<file path="src/rtl/ace_ccu_conflict_table.sv">
// Line-address conflict table for the CCU snoop path: tracks in-flight snoop indices and stalls same-index or table-full snoops.
// Optional per-entry watchdog is enabled by defining ACE_CCU_CT_TIMEOUT_EN.
module ace_ccu_conflict_table #(
  parameter int unsigned NoRespPorts   = 4,
  parameter int unsigned NoEntries     = 8,
  parameter int unsigned CmAddrWidth   = 8,
  parameter int unsigned TimeoutCycles = 1024
) (
  input  logic                                 clk_i,
  input  logic                                 rst_i,
  input  logic                                 snoop_valid_i,
  input  logic                                 snoop_ready_i,
  input  logic [CmAddrWidth-1:0]               snoop_addr_i,
  output logic                                 stall_o,
  input  logic [NoRespPorts-1:0]               rel_req_i,
  input  logic [NoRespPorts*CmAddrWidth-1:0]   rel_addr_i,
  output logic                                 full_o,
  output logic                                 empty_o,
  output logic [$clog2(NoEntries+1)-1:0]       occupancy_o,
  output logic                                 spurious_o,
  output logic                                 timeout_o
);

  localparam int unsigned OccW = $clog2(NoEntries + 1);

  if (NoEntries < 2 || NoRespPorts < 1 || TimeoutCycles < 2) begin : g_bad_cfg
  end

  logic [NoEntries-1:0]   valid_q, valid_d;
  logic [CmAddrWidth-1:0] idx_q [NoEntries];
  logic [CmAddrWidth-1:0] idx_d [NoEntries];
  logic [OccW-1:0]        occ_q, occ_d;
  logic                   full_q, full_d;
  logic                   empty_q, empty_d;
  logic                   spurious_q, spurious_d;

  logic [NoEntries-1:0]   snoop_match;
  logic [NoEntries-1:0]   rel_hit;
  logic [NoRespPorts-1:0] port_matched;
  logic [NoEntries-1:0]   alloc_oh;
  logic [NoEntries-1:0]   expire;
  logic                   alloc_en;
  logic                   alloc_found;

  // Lookups use registered state only, so a release never unblocks a snoop in the same cycle.
  for (genvar gi = 0; gi < NoEntries; gi++) begin : g_snoop_match
    assign snoop_match[gi] = valid_q[gi] && (idx_q[gi] == snoop_addr_i);
  end

  assign stall_o  = snoop_valid_i & ((|snoop_match) | full_q);
  assign alloc_en = snoop_valid_i & snoop_ready_i & ~stall_o;

  always_comb begin
    rel_hit      = '0;
    port_matched = '0;
    for (int e = 0; e < NoEntries; e++) begin
      for (int p = 0; p < NoRespPorts; p++) begin
        if (rel_req_i[p] && valid_q[e] &&
            (idx_q[e] == rel_addr_i[p*CmAddrWidth +: CmAddrWidth])) begin
          rel_hit[e]      = 1'b1;
          port_matched[p] = 1'b1;
        end
      end
    end
  end

  assign spurious_d = |(rel_req_i & ~port_matched);

  always_comb begin
    alloc_oh    = '0;
    alloc_found = 1'b0;
    for (int e = 0; e < NoEntries; e++) begin
      if (!valid_q[e] && !alloc_found) begin
        alloc_oh[e] = 1'b1;
        alloc_found = 1'b1;
      end
    end
  end

`ifdef ACE_CCU_CT_TIMEOUT_EN
  localparam int unsigned AgeW = $clog2(TimeoutCycles + 1);

  logic [AgeW-1:0] age_q [NoEntries];
  logic [AgeW-1:0] age_d [NoEntries];
  logic            timeout_q, timeout_d;

  // A release hitting the entry in its last cycle wins over expiry.
  for (genvar gi = 0; gi < NoEntries; gi++) begin : g_expire
    assign expire[gi] = valid_q[gi] && (age_q[gi] == AgeW'(TimeoutCycles - 1)) && !rel_hit[gi];
  end

  always_comb begin
    for (int e = 0; e < NoEntries; e++) begin
      age_d[e] = age_q[e];
      if (alloc_en && alloc_oh[e]) begin
        age_d[e] = '0;
      end else if (!valid_q[e]) begin
        age_d[e] = '0;
      end else if (age_q[e] < AgeW'(TimeoutCycles)) begin
        age_d[e] = age_q[e] + AgeW'(1);
      end
    end
  end

  assign timeout_d = |expire;

  always_ff @(posedge clk_i or posedge rst_i) begin
    if (rst_i) begin
      timeout_q <= 1'b0;
      for (int e = 0; e < NoEntries; e++) age_q[e] <= '0;
    end else begin
      timeout_q <= timeout_d;
      for (int e = 0; e < NoEntries; e++) age_q[e] <= age_d[e];
    end
  end

  assign timeout_o = timeout_q;
`else
  assign expire    = '0;
  assign timeout_o = 1'b0;
`endif

  always_comb begin
    valid_d = (valid_q & ~rel_hit & ~expire) | (alloc_en ? alloc_oh : '0);
    for (int e = 0; e < NoEntries; e++) begin
      idx_d[e] = (alloc_en && alloc_oh[e]) ? snoop_addr_i : idx_q[e];
    end
    occ_d = '0;
    for (int e = 0; e < NoEntries; e++) begin
      occ_d = occ_d + OccW'(valid_d[e]);
    end
    full_d  = &valid_d;
    empty_d = ~|valid_d;
  end

  always_ff @(posedge clk_i or posedge rst_i) begin
    if (rst_i) begin
      valid_q    <= '0;
      occ_q      <= '0;
      full_q     <= 1'b0;
      empty_q    <= 1'b1;
      spurious_q <= 1'b0;
      for (int e = 0; e < NoEntries; e++) idx_q[e] <= '0;
    end else begin
      valid_q    <= valid_d;
      occ_q      <= occ_d;
      full_q     <= full_d;
      empty_q    <= empty_d;
      spurious_q <= spurious_d;
      for (int e = 0; e < NoEntries; e++) idx_q[e] <= idx_d[e];
    end
  end

  assign full_o      = full_q;
  assign empty_o     = empty_q;
  assign occupancy_o = occ_q;
  assign spurious_o  = spurious_q;

endmodule

</file>
<file path="config.mk">
export PLATFORM = sky130hd
export DESIGN_NAME = ace_ccu_conflict_table
export DESIGN_NICKNAME = d
export VERILOG_FILES = /design/src/rtl/ace_ccu_conflict_table.sv
export SDC_FILE = /design/constraint.sdc
export NUM_CORES = 1
export LEC_CHECK = 0
export BUFFER_PORTS_ARGS = -buffer_cell sky130_fd_sc_hd__buf_4
export CAP_MARGIN = 20
export CORE_ASPECT_RATIO = 1.1
export CORE_MARGIN = 2
export CORE_UTILIZATION = 60
export DETAILED_ROUTE_END_ITERATION = 12
export PLACE_DENSITY = 0.79
export RECOVER_POWER = 50
export SLEW_MARGIN = 20
export SYNTH_ARGS = -nofsm -noshare
export SYNTH_HDL_FRONTEND = slang
export SYNTH_SLANG_ARGS = --single-unit
</file>
<file path="constraint.sdc">
create_clock -name clk_i -period 5 [get_ports clk_i]
set_input_delay 0.25 -clock clk_i [delete_from_list [all_inputs] [get_ports clk_i]]
set_output_delay 0.25 -clock clk_i [all_outputs]
set_load 0.02 [all_outputs]
</file>
# Yosys cells after proc, flatten, opt, wreduce, memory -nomap -nowiden
# Cells that the tools add are included.
dict set report totals {
  ff_bits 79
  out_inout_bits 9
}
dict set report classes {
  addsub 7
  eq_ne 40
  mux 78
  bitwise 10
  reduce_logical 105
}
# cell n
set op_table {}
lappend op_table {{8-bit equality test} 40}
lappend op_table {{1-bit logical AND} 87}
lappend op_table {{1-bit two-way mux} 77}
lappend op_table {{4-bit by 1-bit adder with 4-bit output} 4}
lappend op_table {{8-bit OR reduction} 2}
lappend op_table {{1-bit zero test} 14}
lappend op_table {{8-bit bitwise AND} 1}
lappend op_table {{8-bit two-way mux} 1}
lappend op_table {{8-bit inverter} 1}
lappend op_table {{8-bit OR} 1}
lappend op_table {{8-bit AND reduction} 1}
lappend op_table {{3-bit by 1-bit adder with 4-bit output} 1}
lappend op_table {{4-bit bitwise AND} 1}
lappend op_table {{4-bit inverter} 1}
lappend op_table {{4-bit OR reduction} 1}
lappend op_table {{2-bit by 1-bit adder with 3-bit output} 1}
lappend op_table {{1-bit bitwise AND} 3}
lappend op_table {{1-bit by 1-bit adder with 2-bit output} 1}
lappend op_table {{1-bit inverter} 1}
lappend op_table {{1-bit OR} 1}

# Depth between registers and ports, before layout
# Gate-level depths: netlist (run 1).
dict set report depth {
  depth_word 30
  ltp_mapped 18
}

# Worst setup path before layout (run 1)
# No wires, ideal clock.
dict set report synth_path {
  path_type {reg2reg}
  from {reg idx_q[63] (netlist name)}
  to {reg occ_q[2] (netlist: occupancy_o[2])}
  setup_ps 123
  t_arrival_ps 4191
  required_ps 4877
  slack_ps 687
  stages_incl_launch_ff 19
  path_buffers 3
  period_less_slack_ps 4313
  cell_sequence {dfrtp_1 buf_4 xor2_1 nor4_1 a41oi_1 and3_1 buf_4 nand3_2 or4b_4 buf_6 and2_1 fa_1 fa_1 fa_1 inv_1 ha_1 inv_1 fa_1 xnor2_1}
}
dict set report synth_via {
  elab_chain_cells 16
  word_cells_on_any_way 30
  classes_between {7 x add/sub; 5 x eq/ne; 5 x mux; 7 x bitwise; 6 x reduce/logical}
}
# element line_no
set synth_lines {}
lappend synth_lines {{from (decl)} 30} ;# logic [CmAddrWidth-1:0] idx_q [NoEntries];
lappend synth_lines {{8-bit equality test (on tied branches)} {47, 59}}
lappend synth_lines {{1-bit logical AND (on tied branches)} {47, 58}}
lappend synth_lines {{8-bit OR reduction or 1-bit two-way mux (tied branches)} {50, 58}}
lappend synth_lines {{1-bit OR or 1-bit two-way mux (tied branches)} {50, 58}}
lappend synth_lines {{1-bit bitwise AND or 1-bit two-way mux (tied branches)} {50, 58}}
lappend synth_lines {{1-bit inverter or 1-bit two-way mux (tied branches)} {51, 58}}
lappend synth_lines {{1-bit bitwise AND or 8-bit inverter (tied branches)} {51, 124}}
lappend synth_lines {{8-bit two-way mux or 8-bit bitwise AND (tied branches)} 124} ;# valid_d = (valid_q & ~rel_hit & ~expire) | (alloc_en ? alloc_oh : '0);
lappend synth_lines {{8-bit OR *} 124}
lappend synth_lines {{1-bit by 1-bit adder with 2-bit output} 130} ;# occ_d = occ_d + OccW'(valid_d[e]);
lappend synth_lines {{2-bit by 1-bit adder with 3-bit output} 130}
lappend synth_lines {{3-bit by 1-bit adder with 4-bit output} 130}
lappend synth_lines {{4-bit by 1-bit adder with 4-bit output (3 in series)} 130}
lappend synth_lines {{4-bit by 1-bit adder with 4-bit output *} 130}
lappend synth_lines {{net occ_d[2]} 32} ;# logic [OccW-1:0] occ_q, occ_d;
lappend synth_lines {{to (signal assigned)} 139} ;# occ_q <= '0;
lappend synth_lines {{to (signal assigned)} 146} ;# occ_q <= occ_d;
lappend synth_lines {{to (decl)} 32}
# The timed path passes the listed nets; every way through them passes the cells marked *.
# A chain may end at the register's enable or synchronous reset.

# Worst setup path in the final report (run 1)
dict set report layout_path {
  from {reg idx_q[58] (netlist name)}
  to {reg occ_q[1] (netlist: occupancy_o[1])}
}
# Same word-level chain as after synthesis.

==> results of run 1 <==
## through the flow
stage | area, um^2 | utilization (%) | cells | power, W
5_1_grt | 8100 | 64.3 | 959 | 0.00493
4_1_cts | 8110 | 64.4 | 959 | 0.00459
3_5_place_dp | 7790 | 61.9 | 943 | 0.00388
3_3_place_gp | 7790 | 61.9 | 943 | 0.00381
6_report | 8100 | 64.3 | 959 | 0.00463
2_1_floorplan | 7730 | - | 849 | 0.00338
## worst paths after layout
path	from	end	slack, ns	cells after the start
min in group asynchronous	rst_i	idx_q[38]$_DFFE_PP0P_	1.59	3
max in group asynchronous	rst_i	idx_q[63]$_DFFE_PP0P_	1.22	3
worst min-delay path	rel_req_i[1]	spurious_o$_DFF_PP0_	0.32	3
worst min register to register	idx_q[56]$_DFFE_PP0P_	idx_q[56]$_DFFE_PP0P_	0.72	1
worst max-delay path	idx_q[58]$_DFFE_PP0P_	occupancy_o[1]$_DFF_PP0_	0.44	15
worst max register to register	idx_q[58]$_DFFE_PP0P_	occupancy_o[1]$_DFF_PP0_	0.44	15
## registers in the layout (all words and copies together) (netlist names)
| register | count |
|---|---|
| empty_o | 1 |
| spurious_o | 1 |
| idx_q | 64 |
| occupancy_o | 4 |
| valid_q | 8 |
| full_o | 1 |
## area by class of cell
class | instances | area share, %
Multi-Input combinational cell | 623 | 62.4
Inverter | 16 | 0.757
Clock inverter | 6 | 0.927
Sequential cell | 79 | 24.4
Clock buffer | 10 | 2.95
Timing Repair Buffer | 68 | 6.15
Tap cell | 157 | 2.43
## cells by family after synthesis
logic type,after synthesis
xor+xnor,321
simple gates,216
buf+inv,147
flops,79
mux,64
compound gates,12
fa+ha+maj,9
other cells,1
## report_power, final
part	switching, W	leakage (nW)	internal [W]
Combinational	0.00108	2.13	0.00122
Sequential	0.000724	0.974	0.000913
Clock	0.000292	0.152	0.000408
Total	0.00209	3.25	0.00254
## worst reg2reg max path, cell delays in order, from the launching register on
cell     delay (ns)
dfrtp_1        0.50
xor2_1         0.20
nor4_1         0.07
a41oi_1        0.20
and3_1         0.35
nand3_2        0.16
or4b_4         0.50
and2_1         0.18
fa_1           0.48
fa_1           0.51
fa_1           0.41
inv_1          0.07
ha_1           0.16
inv_1          0.07
fa_1           0.53
inv_1          0.05
## placed cells by master (no fill, tap or decap), drive strengths merged, types with 15 or more instances in the layout
cell type  instances
mux2              64
nand3             45
nor4              28
nand4             54
dfrtp             78
xnor2            186
xor2             135
inv               18
clkbuf            15
nor3              34
buf               62
## routing by layer
layer	track usage [%]	wire, um	vias up
met1	52.7	10200	3109
met3	8.92	3300	144
met2	55.3	10800	460
li1	-	-	2697
met5	0	0	-
met4	20.4	1640	0
==> qor.txt, run 1 <==
run status - finished, violations left
failing checks - capacitance limit, slew limit
nets - 854
gr usage total - 38.0%
peak per-stage delay on the critical path - 0.53 ns
core area - 12,600 um^2
Top FF cell, synth - dfrtp_1
Die ar. - 13,800 um^2
first-pass GRT wire length - 38.7 mm
CP max stage cell - fa_1
Setup CP Type - flop to flop
main combinational cell family by area after synthesis - XOR/XNOR gates
worst hold margin - 0.322 ns
CTS tree - yes
Port Buffers - 55
Synth cell types - 47
vias in the first global route - 6,256
Hold WC Path Type - input port to flop
largest area contributor in the netlist - dfrtp_1
period utilization - 91.2%
Slew HR - -156%
Synth Area in Adders - 1.84%
# setup viols final - 0
yosys warns - 0
Post-synth top cells - xnor2_1, xor2_1, dfrtp_1
routed len/inst - 27.0 um
Post-CTS Hold Fix Bufs - 0
Initial Util - 61.4%
post-CTS sizing - 0
maximum fanout along the worst path - 7
Fillers - 1,064
worst-skew pair later-pin latency - 0.35 ns
initial antenna violation count - 0
synth top area cells - dfrtp_1, xnor2_1, xor2_1, mux2_2, nand4_1
Leak - 3.25 nW
Synth Area in Compound Gates - 1.20%
flip-flop and latch count after synthesis - 79
global route overflow - 0
Routability Congestion - 1.08
Fin. Hold Viols - 0
Post-DP HPWL - 19.0 mm
fin worst setup slack - 0.439 ns
diode count - 0
clock-pin transition on the worst setup and hold timing paths - 0.06 ns
Post-Synth Simple-Gate Area - 16.1%
Setup Buffers After CTS - 0
Buf/Inv on CP - 3
# rows - 43
slew of the pin with the lowest slew margin - 3.84 ns
fraction of registers with async set/reset - 100%
CTS Sinks - 79
Die Wd - 112 um
H-tree levels - 3
PD cells - 572 nW/um^2
Mapped Area - 7730 um^2
pre-CTS setup slack - 0.464 ns
EDFF count, synth - 0
post-synthesis mux area share - 9.71%
Yosys top cell area share - 25.2%
Final TNS setup - 0 ns
Worst Path Arrival - 4.80 ns
Worst Setup Start Kind - flop
cell mode on critical path - fa_1
CTS Root Cell - clkbuf_16
syn_nets - 906
CP cell instances - xor2_1 -> nor4_1 -> a41oi_1 -> and3_1 -> nand3_2 -> or4b_4 -> and2_1 -> fa_1 -> fa_1 -> fa_1 -> inv_1 -> ha_1 -> inv_1 -> fa_1 -> inv_1
Tmin final - 4.56 ns
Worst Setup End Kind - flop
Seq/Total Area, Yosys - 25.6%
CTS Buffer Depth - 2
Req. time, crit path - 5.24 ns
Top delay family on crit path - adder cells
Ports - 57
syn avg cell area - 9.11 um^2
fraction of layout cells with a size suffix above 1 - 18.7%
number of max-cap violations - 1
largest net degree at the start of global routing - 80
routed vias - 6,410
Clock Skew - 0.00996 ns
area occupied by multi-input gates - 5050 um^2
Die H - 123 um
CTS buffer count - 9
drt via density - 6.68
Post-Syn Instances - 849
Post-Route WL - 25.9 mm
VDD IR max - 469 uV
setup repair after global routing missed its margin - no
synthesis-to-finish area growth - 4.73%
XOR/XNOR share of the synthesized area - 36.4%
FF+latch area - 1980 um^2
most common cell in the netlist - xnor2_1
Iteration-0 DRC Markers - 777
Fmax - 219 MHz
# DRC - 0
Detail Route Antenna Nets - 0
Pre-antenna DRT Iters - 5
Final Max Slew Viols - 80
No activity file was read; power rests on OpenSTA's default activity.
==> run 2: changes to the inputs <==
Settings changed: TNS_END_PERCENT from default to 5.
Clock period 5 ns to 4.59 ns, I/O delays scaled along.
==> run 2 against run 1 <==
  * Clock-buffer cell count is 1 lower
  * Cell count is 5.2% higher
  * Worst setup slack worse by 0.25 ns
  * Sequential share of layout area is 1.1 points lower
  * Critical path depth stayed put
  * Combinational power is 42% higher
  * The flow still finishes with violations (capacitance limit, slew limit)
  * Worst hold slack worse by 0.049 ns
  * Register-to-register slack worse by 0.25 ns
==> qor.txt, run 2 (synthesis results as in run 1) <==
nets - 905 (was 854)
setup repair after global routing missed its margin - no (unchanged)
# rows - 43 (unchanged)
diode count - 0 (unchanged)
slew of the pin with the lowest slew margin - 2.32 ns (was 3.84 ns)
H-tree levels - 3 (unchanged)
routed vias - 6,507 (was 6,410)
Hold WC Path Type - input port to flop (unchanged)
Slew HR - -55.6% (was -156%)
Leak - 3.49 nW (was 3.25 nW)
gr usage total - 39.8% (was 38.0%)
CTS Sinks - 79 (unchanged)
CP max stage cell - fa_1 (unchanged)
# DRC - 0 (unchanged)
Die ar. - 13,800 um^2 (unchanged)
vias in the first global route - 6,468 (was 6,256)
CP cell instances - xor2_1 -> nor3_1 -> nand4_1 -> and3_2 -> nand3_2 -> or4b_4 -> and2_1 -> fa_1 -> fa_1 -> fa_1 -> inv_1 -> ha_1 -> inv_1 -> fa_1 -> xnor2_1 (was xor2_1 -> nor4_1 -> a41oi_1 -> and3_1 -> nand3_2 -> or4b_4 -> and2_1 -> fa_1 -> fa_1 -> fa_1 -> inv_1 -> ha_1 -> inv_1 -> fa_1 -> inv_1)
Final TNS setup - 0 ns (unchanged)
flop-to-flop setup slack - 0.19 ns (was 0.44 ns)
Die H - 123 um (unchanged)
Worst Setup End Kind - flop (unchanged)
failing checks - capacitance limit, slew limit (unchanged)
period utilization - 95.8% (was 91.2%)
Post-Route WL - 26.9 mm (was 25.9 mm)
Pre-antenna DRT Iters - 7 (was 5)
Clock Skew - 0.00728 ns (was 0.00996 ns)
peak per-stage delay on the critical path - 0.52 ns (was 0.53 ns)
global route overflow - 0 (unchanged)
Port Buffers - 55 (unchanged)
# setup viols final - 0 (unchanged)
drt via density - 6.45 (was 6.68)
VDD IR max - 523 uV (was 469 uV)
Post-CTS Hold Fix Bufs - 0 (unchanged)
Largest register FFs - 64 (unchanged)
Initial Util - 61.4% (unchanged)
Iteration-0 DRC Markers - 836 (was 777)
number of max-cap violations - 2 (was 1)
fraction of layout cells with a size suffix above 1 - 23.6% (was 18.7%)
WHS Endpoint - spurious_o$_DFF_PP0_ (unchanged)
cell mode on critical path - fa_1 (unchanged)
Fmax - 227 MHz (was 219 MHz)
r2r startpoint - idx_q[53]$_DFFE_PP0P_ (was idx_q[58]$_DFFE_PP0P_)
CTS buffer count - 9 (unchanged)
Tmin final - 4.40 ns (was 4.56 ns)
Most flops, register - idx_q (unchanged)
Worst Setup Start Kind - flop (unchanged)
Final Util - 67.3% (was 64.3%)
commonest cells after routing, fill and taps aside - xnor2_1, xor2_1, buf_4 (was xnor2_1, xor2_1, dfrtp_1)
Worst R2R Path Depth - 15 (unchanged)
initial antenna violation count - 0 (unchanged)
Final Max Slew Viols - 82 (was 80)
Die Wd - 112 um (unchanged)
largest net degree at the start of global routing - 49 (was 80)
synthesis-to-finish area growth - 9.63% (was 4.73%)
CTS tree - yes (unchanged)
PD cells - 642 nW/um^2 (was 572 nW/um^2)
Setup CP Type - flop to flop (unchanged)
Post-DP HPWL - 20.2 mm (was 19.0 mm)
routed len/inst - 26.7 um (was 27.0 um)
Req. time, crit path - 4.83 ns (was 5.24 ns)
Routability Congestion - 1.06 (was 1.08)
CTS Buffer Depth - 2 (unchanged)
clock-pin transition on the worst setup and hold timing paths - 0.06 ns (about the same)
Worst Path Arrival - 4.64 ns (was 4.80 ns)
first-pass GRT wire length - 40.1 mm (was 38.7 mm)
worst hold margin - 0.274 ns (was 0.322 ns)
Fin. Hold Viols - 0 (unchanged)
run status - finished, violations left (unchanged)
Hold Path Depth - 3 (unchanged)
commonest non-fill, non-tap cell in the layout - xnor2_1 (unchanged)
core area - 12,600 um^2 (unchanged)
Detail Route Antenna Nets - 0 (unchanged)
maximum fanout along the worst path - 7 (unchanged)
Worst Hold Launch - rel_req_i[1] (unchanged)
worst-skew pair later-pin latency - 0.35 ns (about the same)
CTS Root Cell - clkbuf_16 (unchanged)
endpoint of the worst-slack reg-to-reg timing path - occupancy_o[2]$_DFF_PP0_ (was occupancy_o[1]$_DFF_PP0_)
Ports - 57 (unchanged)
## run 2: changes by cell type in the layout (fill, tap and decap cells not counted), sizes merged
cell	before	now
buf	62	112
bufinv	1	2
clkbuf	15	16
clkdlybuf4s25	1	0
clkinv	1	0
clkinvlp	2	3
inv	18	17
## run 2: what timing repair did
item                       in CTS  in global routing
resized for setup               0                  2
setup endpoints to repair       0                  2
buffers inserted                0                  0
## run 2: worst max-delay path: cells and delay by family (launching register included)
family                   cells  cell delay [ns]
adder cells (fa/ha/maj)      5             2.04
AND/OR/NAND/NOR              6             1.27
buffers and inverters        2             0.15
flip-flops                   1             0.51
XOR/XNOR                     2             0.33
## run 2: how the worst max path moves through the flow
stage,startpoint,end,slack (ns),cells after the start
final,idx_q[53]$_DFFE_PP0P_,occupancy_o[2]$_DFF_PP0_,0.19,15
after global routing,idx_q[41]$_DFFE_PP0P_,occupancy_o[2]$_DFF_PP0_,0.05,15
after CTS,idx_q[53]$_DFFE_PP0P_,occupancy_o[2]$_DFF_PP0_,0.14,15
after detailed placement,snoop_addr_i[3],occupancy_o[2]$_DFF_PP0_,0.13,16
after global placement,idx_q[53]$_DFFE_PP0P_,occupancy_o[1]$_DFF_PP0_,0.28,15
after floorplan,idx_q[63]$_DFFE_PP0P_,occupancy_o[2]$_DFF_PP0_,0.28,18
## run 2: metrics by stage
stage | setup WS (ns) | cells | cell area (um^2) | total power (W)
2_1_floorplan | 0.277 | 849 | 7730 | 0.00368
3_3_place_gp | 0.276 | 994 | 8180 | 0.00444
3_5_place_dp | 0.135 | 994 | 8180 | 0.00458
4_1_cts | 0.143 | 1009 | 8500 | 0.00538
5_1_grt | 0.0544 | 1009 | 8480 | 0.00573
6_report | 0.194 | 1009 | 8480 | 0.00544
## run 2: report_power, final
group          switching [W]  leakage (nW)  internal (W)
clock network       0.000307         0.149      0.000477
registers           0.000391         0.973       0.00100
logic                0.00170          2.37       0.00156
## run 2: final cells by class
| cell class | instances | area (um^2) |
|---|---|---|
| sequential | 79 | 1980 |
| clock inverter | 6 | 92.6 |
| inverter | 16 | 61.3 |
| fill | 1026 | 4110 |
| multi-input combinational | 623 | 5050 |
| tap | 157 | 196 |
| clock buffer | 9 | 225 |
| timing repair buffer | 119 | 871 |
## run 2: layer usage
layer	routed length, um	global-route usage [%]	share of wire [%]
met5	0	0	0
met4	1480	20.7	5.5
met3	3120	6.67	12
met2	11600	60.5	43
met1	10800	55.0	40
==> run 3: changes to the inputs <==
Settings changed: PLACE_DENSITY 0.79 to 0.89.
==> run 3 against run 2 <==
  * The flow still finishes with violations (capacitance limit, slew limit)
  * Flip-flop and latch count is the same
  * Register-to-register slack lost 0.12 ns
  * Critical path depth is the same
  * Worst setup slack lost 0.12 ns
  * Combinational power shrank 12%
  * Sequential share of layout area grew 0.52 points
  * Clock skew shrank 0.0020 ns
  * Power shrank 6.0%
  * Clock power shrank 13%
  * Worst hold slack gained 0.062 ns
  * Non-clock buffer count shrank 20
  * Clock-buffer cell count grew 1
  * Critical path type unchanged
==> qor.txt, run 3 (synthesis results as in run 1) <==
run status - finished, violations left (unchanged)
failing checks - capacitance limit, slew limit (unchanged)
nets - 885 (was 905)
Routability Congestion - 1.02 (was 1.06)
fraction of layout cells with a size suffix above 1 - 21.4% (was 23.6%)
first-pass GRT wire length - 37.9 mm (was 40.1 mm)
commonest non-fill, non-tap cell in the layout - xnor2_1 (unchanged)
worst hold margin - 0.335 ns (was 0.274 ns)
Worst Path Arrival - 4.74 ns (was 4.64 ns)
global route overflow - 0 (unchanged)
Req. time, crit path - 4.81 ns (was 4.83 ns)
met2 usage - 53.8% (was 60.5%)
diode count - 0 (unchanged)
Fmax - 221 MHz (was 227 MHz)
drt via density - 6.51 (was 6.45)
gr usage total - 37.2% (was 39.8%)
CTS tree - yes (unchanged)
Fin. Hold Viols - 0 (unchanged)
Worst setup startpoint - idx_q[1]$_DFFE_PP0P_ (was idx_q[53]$_DFFE_PP0P_)
Slew HR - -9.78% (was -55.6%)
setup repair after global routing missed its margin - no (unchanged)
clock-pin transition on the worst setup and hold timing paths - 0.06 ns (about the same)
Port Buffers - 55 (unchanged)
Clock Skew - 0.00530 ns (was 0.00728 ns)
Most Crowded Layer GR - met2 (unchanged)
r2r startpoint - idx_q[1]$_DFFE_PP0P_ (was idx_q[53]$_DFFE_PP0P_)
CTS Buffer Depth - 2 (unchanged)
Buf/Inv on CP - 2 (unchanged)
CTS Sinks - 79 (unchanged)
Worst Setup Start Kind - flop (unchanged)
Fillers - 1,011 (was 1,026)
CTS buffer count - 9 (unchanged)
Worst Setup End Kind - flop (unchanged)
Detail Route Antenna Nets - 0 (unchanged)
Most flops, register - idx_q (unchanged)
PD cells - 618 nW/um^2 (was 642 nW/um^2)
Die H - 123 um (unchanged)
commonest cells after routing, fill and taps aside - xnor2_1, xor2_1, buf_4 (unchanged)
peak per-stage delay on the critical path - 0.54 ns (was 0.52 ns)
# DRC - 0 (unchanged)
Final Max Slew Viols - 66 (was 82)
number of placed cells counting well taps - 973 (was 994)
Hold WC Path Type - input port to flop (unchanged)
H-tree levels - 3 (unchanged)
Setup Buffers After CTS - 0 (unchanged)
routed len/inst - 25.5 um (was 26.7 um)
synthesis-to-finish area growth - 7.17% (was 9.63%)
largest net degree at the start of global routing - 66 (was 49)
Final TNS setup - 0 ns (unchanged)
Top delay family on crit path - adder cells (unchanged)
cell mode on critical path - fa_1 (unchanged)
CTS Root Cell - clkbuf_16 (unchanged)
Post-DP HPWL - 18.3 mm (was 20.2 mm)
Pre-antenna DRT Iters - 6 (was 7)
Worst Hold Launch - snoop_addr_i[4] (was rel_req_i[1])
vias in the first global route - 6,173 (was 6,468)
maximum fanout along the worst path - 6 (was 7)
routed vias - 6,443 (was 6,507)
# setup viols final - 0 (unchanged)
VDD IR max - 569 uV (was 523 uV)
Largest register FFs - 64 (unchanged)
core area - 12,600 um^2 (unchanged)
Tmin final - 4.52 ns (was 4.40 ns)
Post-Route WL - 25.2 mm (was 26.9 mm)
Initial Util - 61.4% (unchanged)
CP max stage cell - dfrtp_1 (was fa_1)
Setup CP Type - flop to flop (unchanged)
met1 Use GR - 50.2% (was 55.0%)
number of max-cap violations - 1 (was 2)
worst-skew pair later-pin latency - 0.34 ns (was 0.35 ns)
period utilization - 98.4% (was 95.8%)
Iteration-0 DRC Markers - 908 (was 836)
routing usage on met3 - 10.1% (was 6.67%)
CP cell instances - xor2_1 -> nor3_1 -> nand4_1 -> and3_1 -> nand3_2 -> or4b_4 -> and2_1 -> fa_1 -> fa_1 -> fa_1 -> inv_1 -> ha_1 -> inv_1 -> fa_1 -> xnor2_1 (was xor2_1 -> nor3_1 -> nand4_1 -> and3_2 -> nand3_2 -> or4b_4 -> and2_1 -> fa_1 -> fa_1 -> fa_1 -> inv_1 -> ha_1 -> inv_1 -> fa_1 -> xnor2_1)
# rows - 43 (unchanged)
Leak - 3.38 nW (was 3.49 nW)
Ports - 57 (unchanged)
slew of the pin with the lowest slew margin - 1.65 ns (was 2.32 ns)
Die ar. - 13,800 um^2 (unchanged)
initial antenna violation count - 0 (unchanged)
Post-Layout Cell Count - 990 (was 1,009)
Die Wd - 112 um (unchanged)
[run 3: cell count changes in the layout (fill, tap and decap cells not counted), sizes merged]
cell	delta
clkbuf	+3
clkinvlp	-1
dlygate4sd3	+1
buf	-23
bufinv	-2
clkinv	+3
[run 3: per-layer routing]
| metal | routed length (um) | up-vias |
|---|---|---|
| met2 | 10600 | 503 |
| met1 | 9220 | 3070 |
| li1 | - | 2757 |
| met4 | 1580 | 0 |
| met3 | 3810 | 113 |
| met5 | 0 | - |
[run 3: worst paths after layout]
check,to,slack (ns),cells past startpoint
min in group asynchronous,idx_q[10]$_DFFE_PP0P_,0.51,3
hold / removal,idx_q[60]$_DFFE_PP0P_,0.34,2
setup / recovery,occupancy_o[2]$_DFF_PP0_,0.07,15
max in group asynchronous,idx_q[50]$_DFFE_PP0P_,2.11,4
setup reg to reg,occupancy_o[2]$_DFF_PP0_,0.07,15
hold reg to reg,idx_q[14]$_DFFE_PP0P_,0.69,2
[run 3: repair_timing]
| item | in CTS | in global routing |
|---|---|---|
| endpoints found under the hold margin | 14 | 0 |
| hold buffers | 1 | 0 |
| resized for setup | 0 | 0 |
[run 3: layout make-up]
cell class | count | area (um^2) | share of cell area, %
Clock inverter | 6 | 43.8 | 0.529
Inverter | 16 | 61.3 | 0.740
Tap cell | 157 | 196 | 2.37
Sequential cell | 79 | 1980 | 23.9
Clock buffer | 10 | 239 | 2.88
Timing Repair Buffer | 99 | 717 | 8.65
Multi-Input combinational cell | 623 | 5050 | 60.9
[run 3: power by group]
group | internal [W] | switching [W] | total [W]
sequential | 0.00100 | 0.000552 | 0.00155
combinational | 0.00146 | 0.00143 | 0.00288
clock | 0.000384 | 0.000299 | 0.000683
total | 0.00284 | 0.00228 | 0.00512
[run 3: stage by stage]
stage | utilization, % | instance area [um^2] | total power, W | setup WS (ns)
after global placement | 63.7 | 8020 | 0.00423 | 0.295
final | 65.8 | 8290 | 0.00512 | 0.0739
after CTS | 66.0 | 8310 | 0.00506 | 0.120
after floorplan | - | 7730 | 0.00368 | 0.277
after global routing | 65.8 | 8290 | 0.00541 | 0.0244
after detailed placement | 63.7 | 8020 | 0.00436 | 0.217
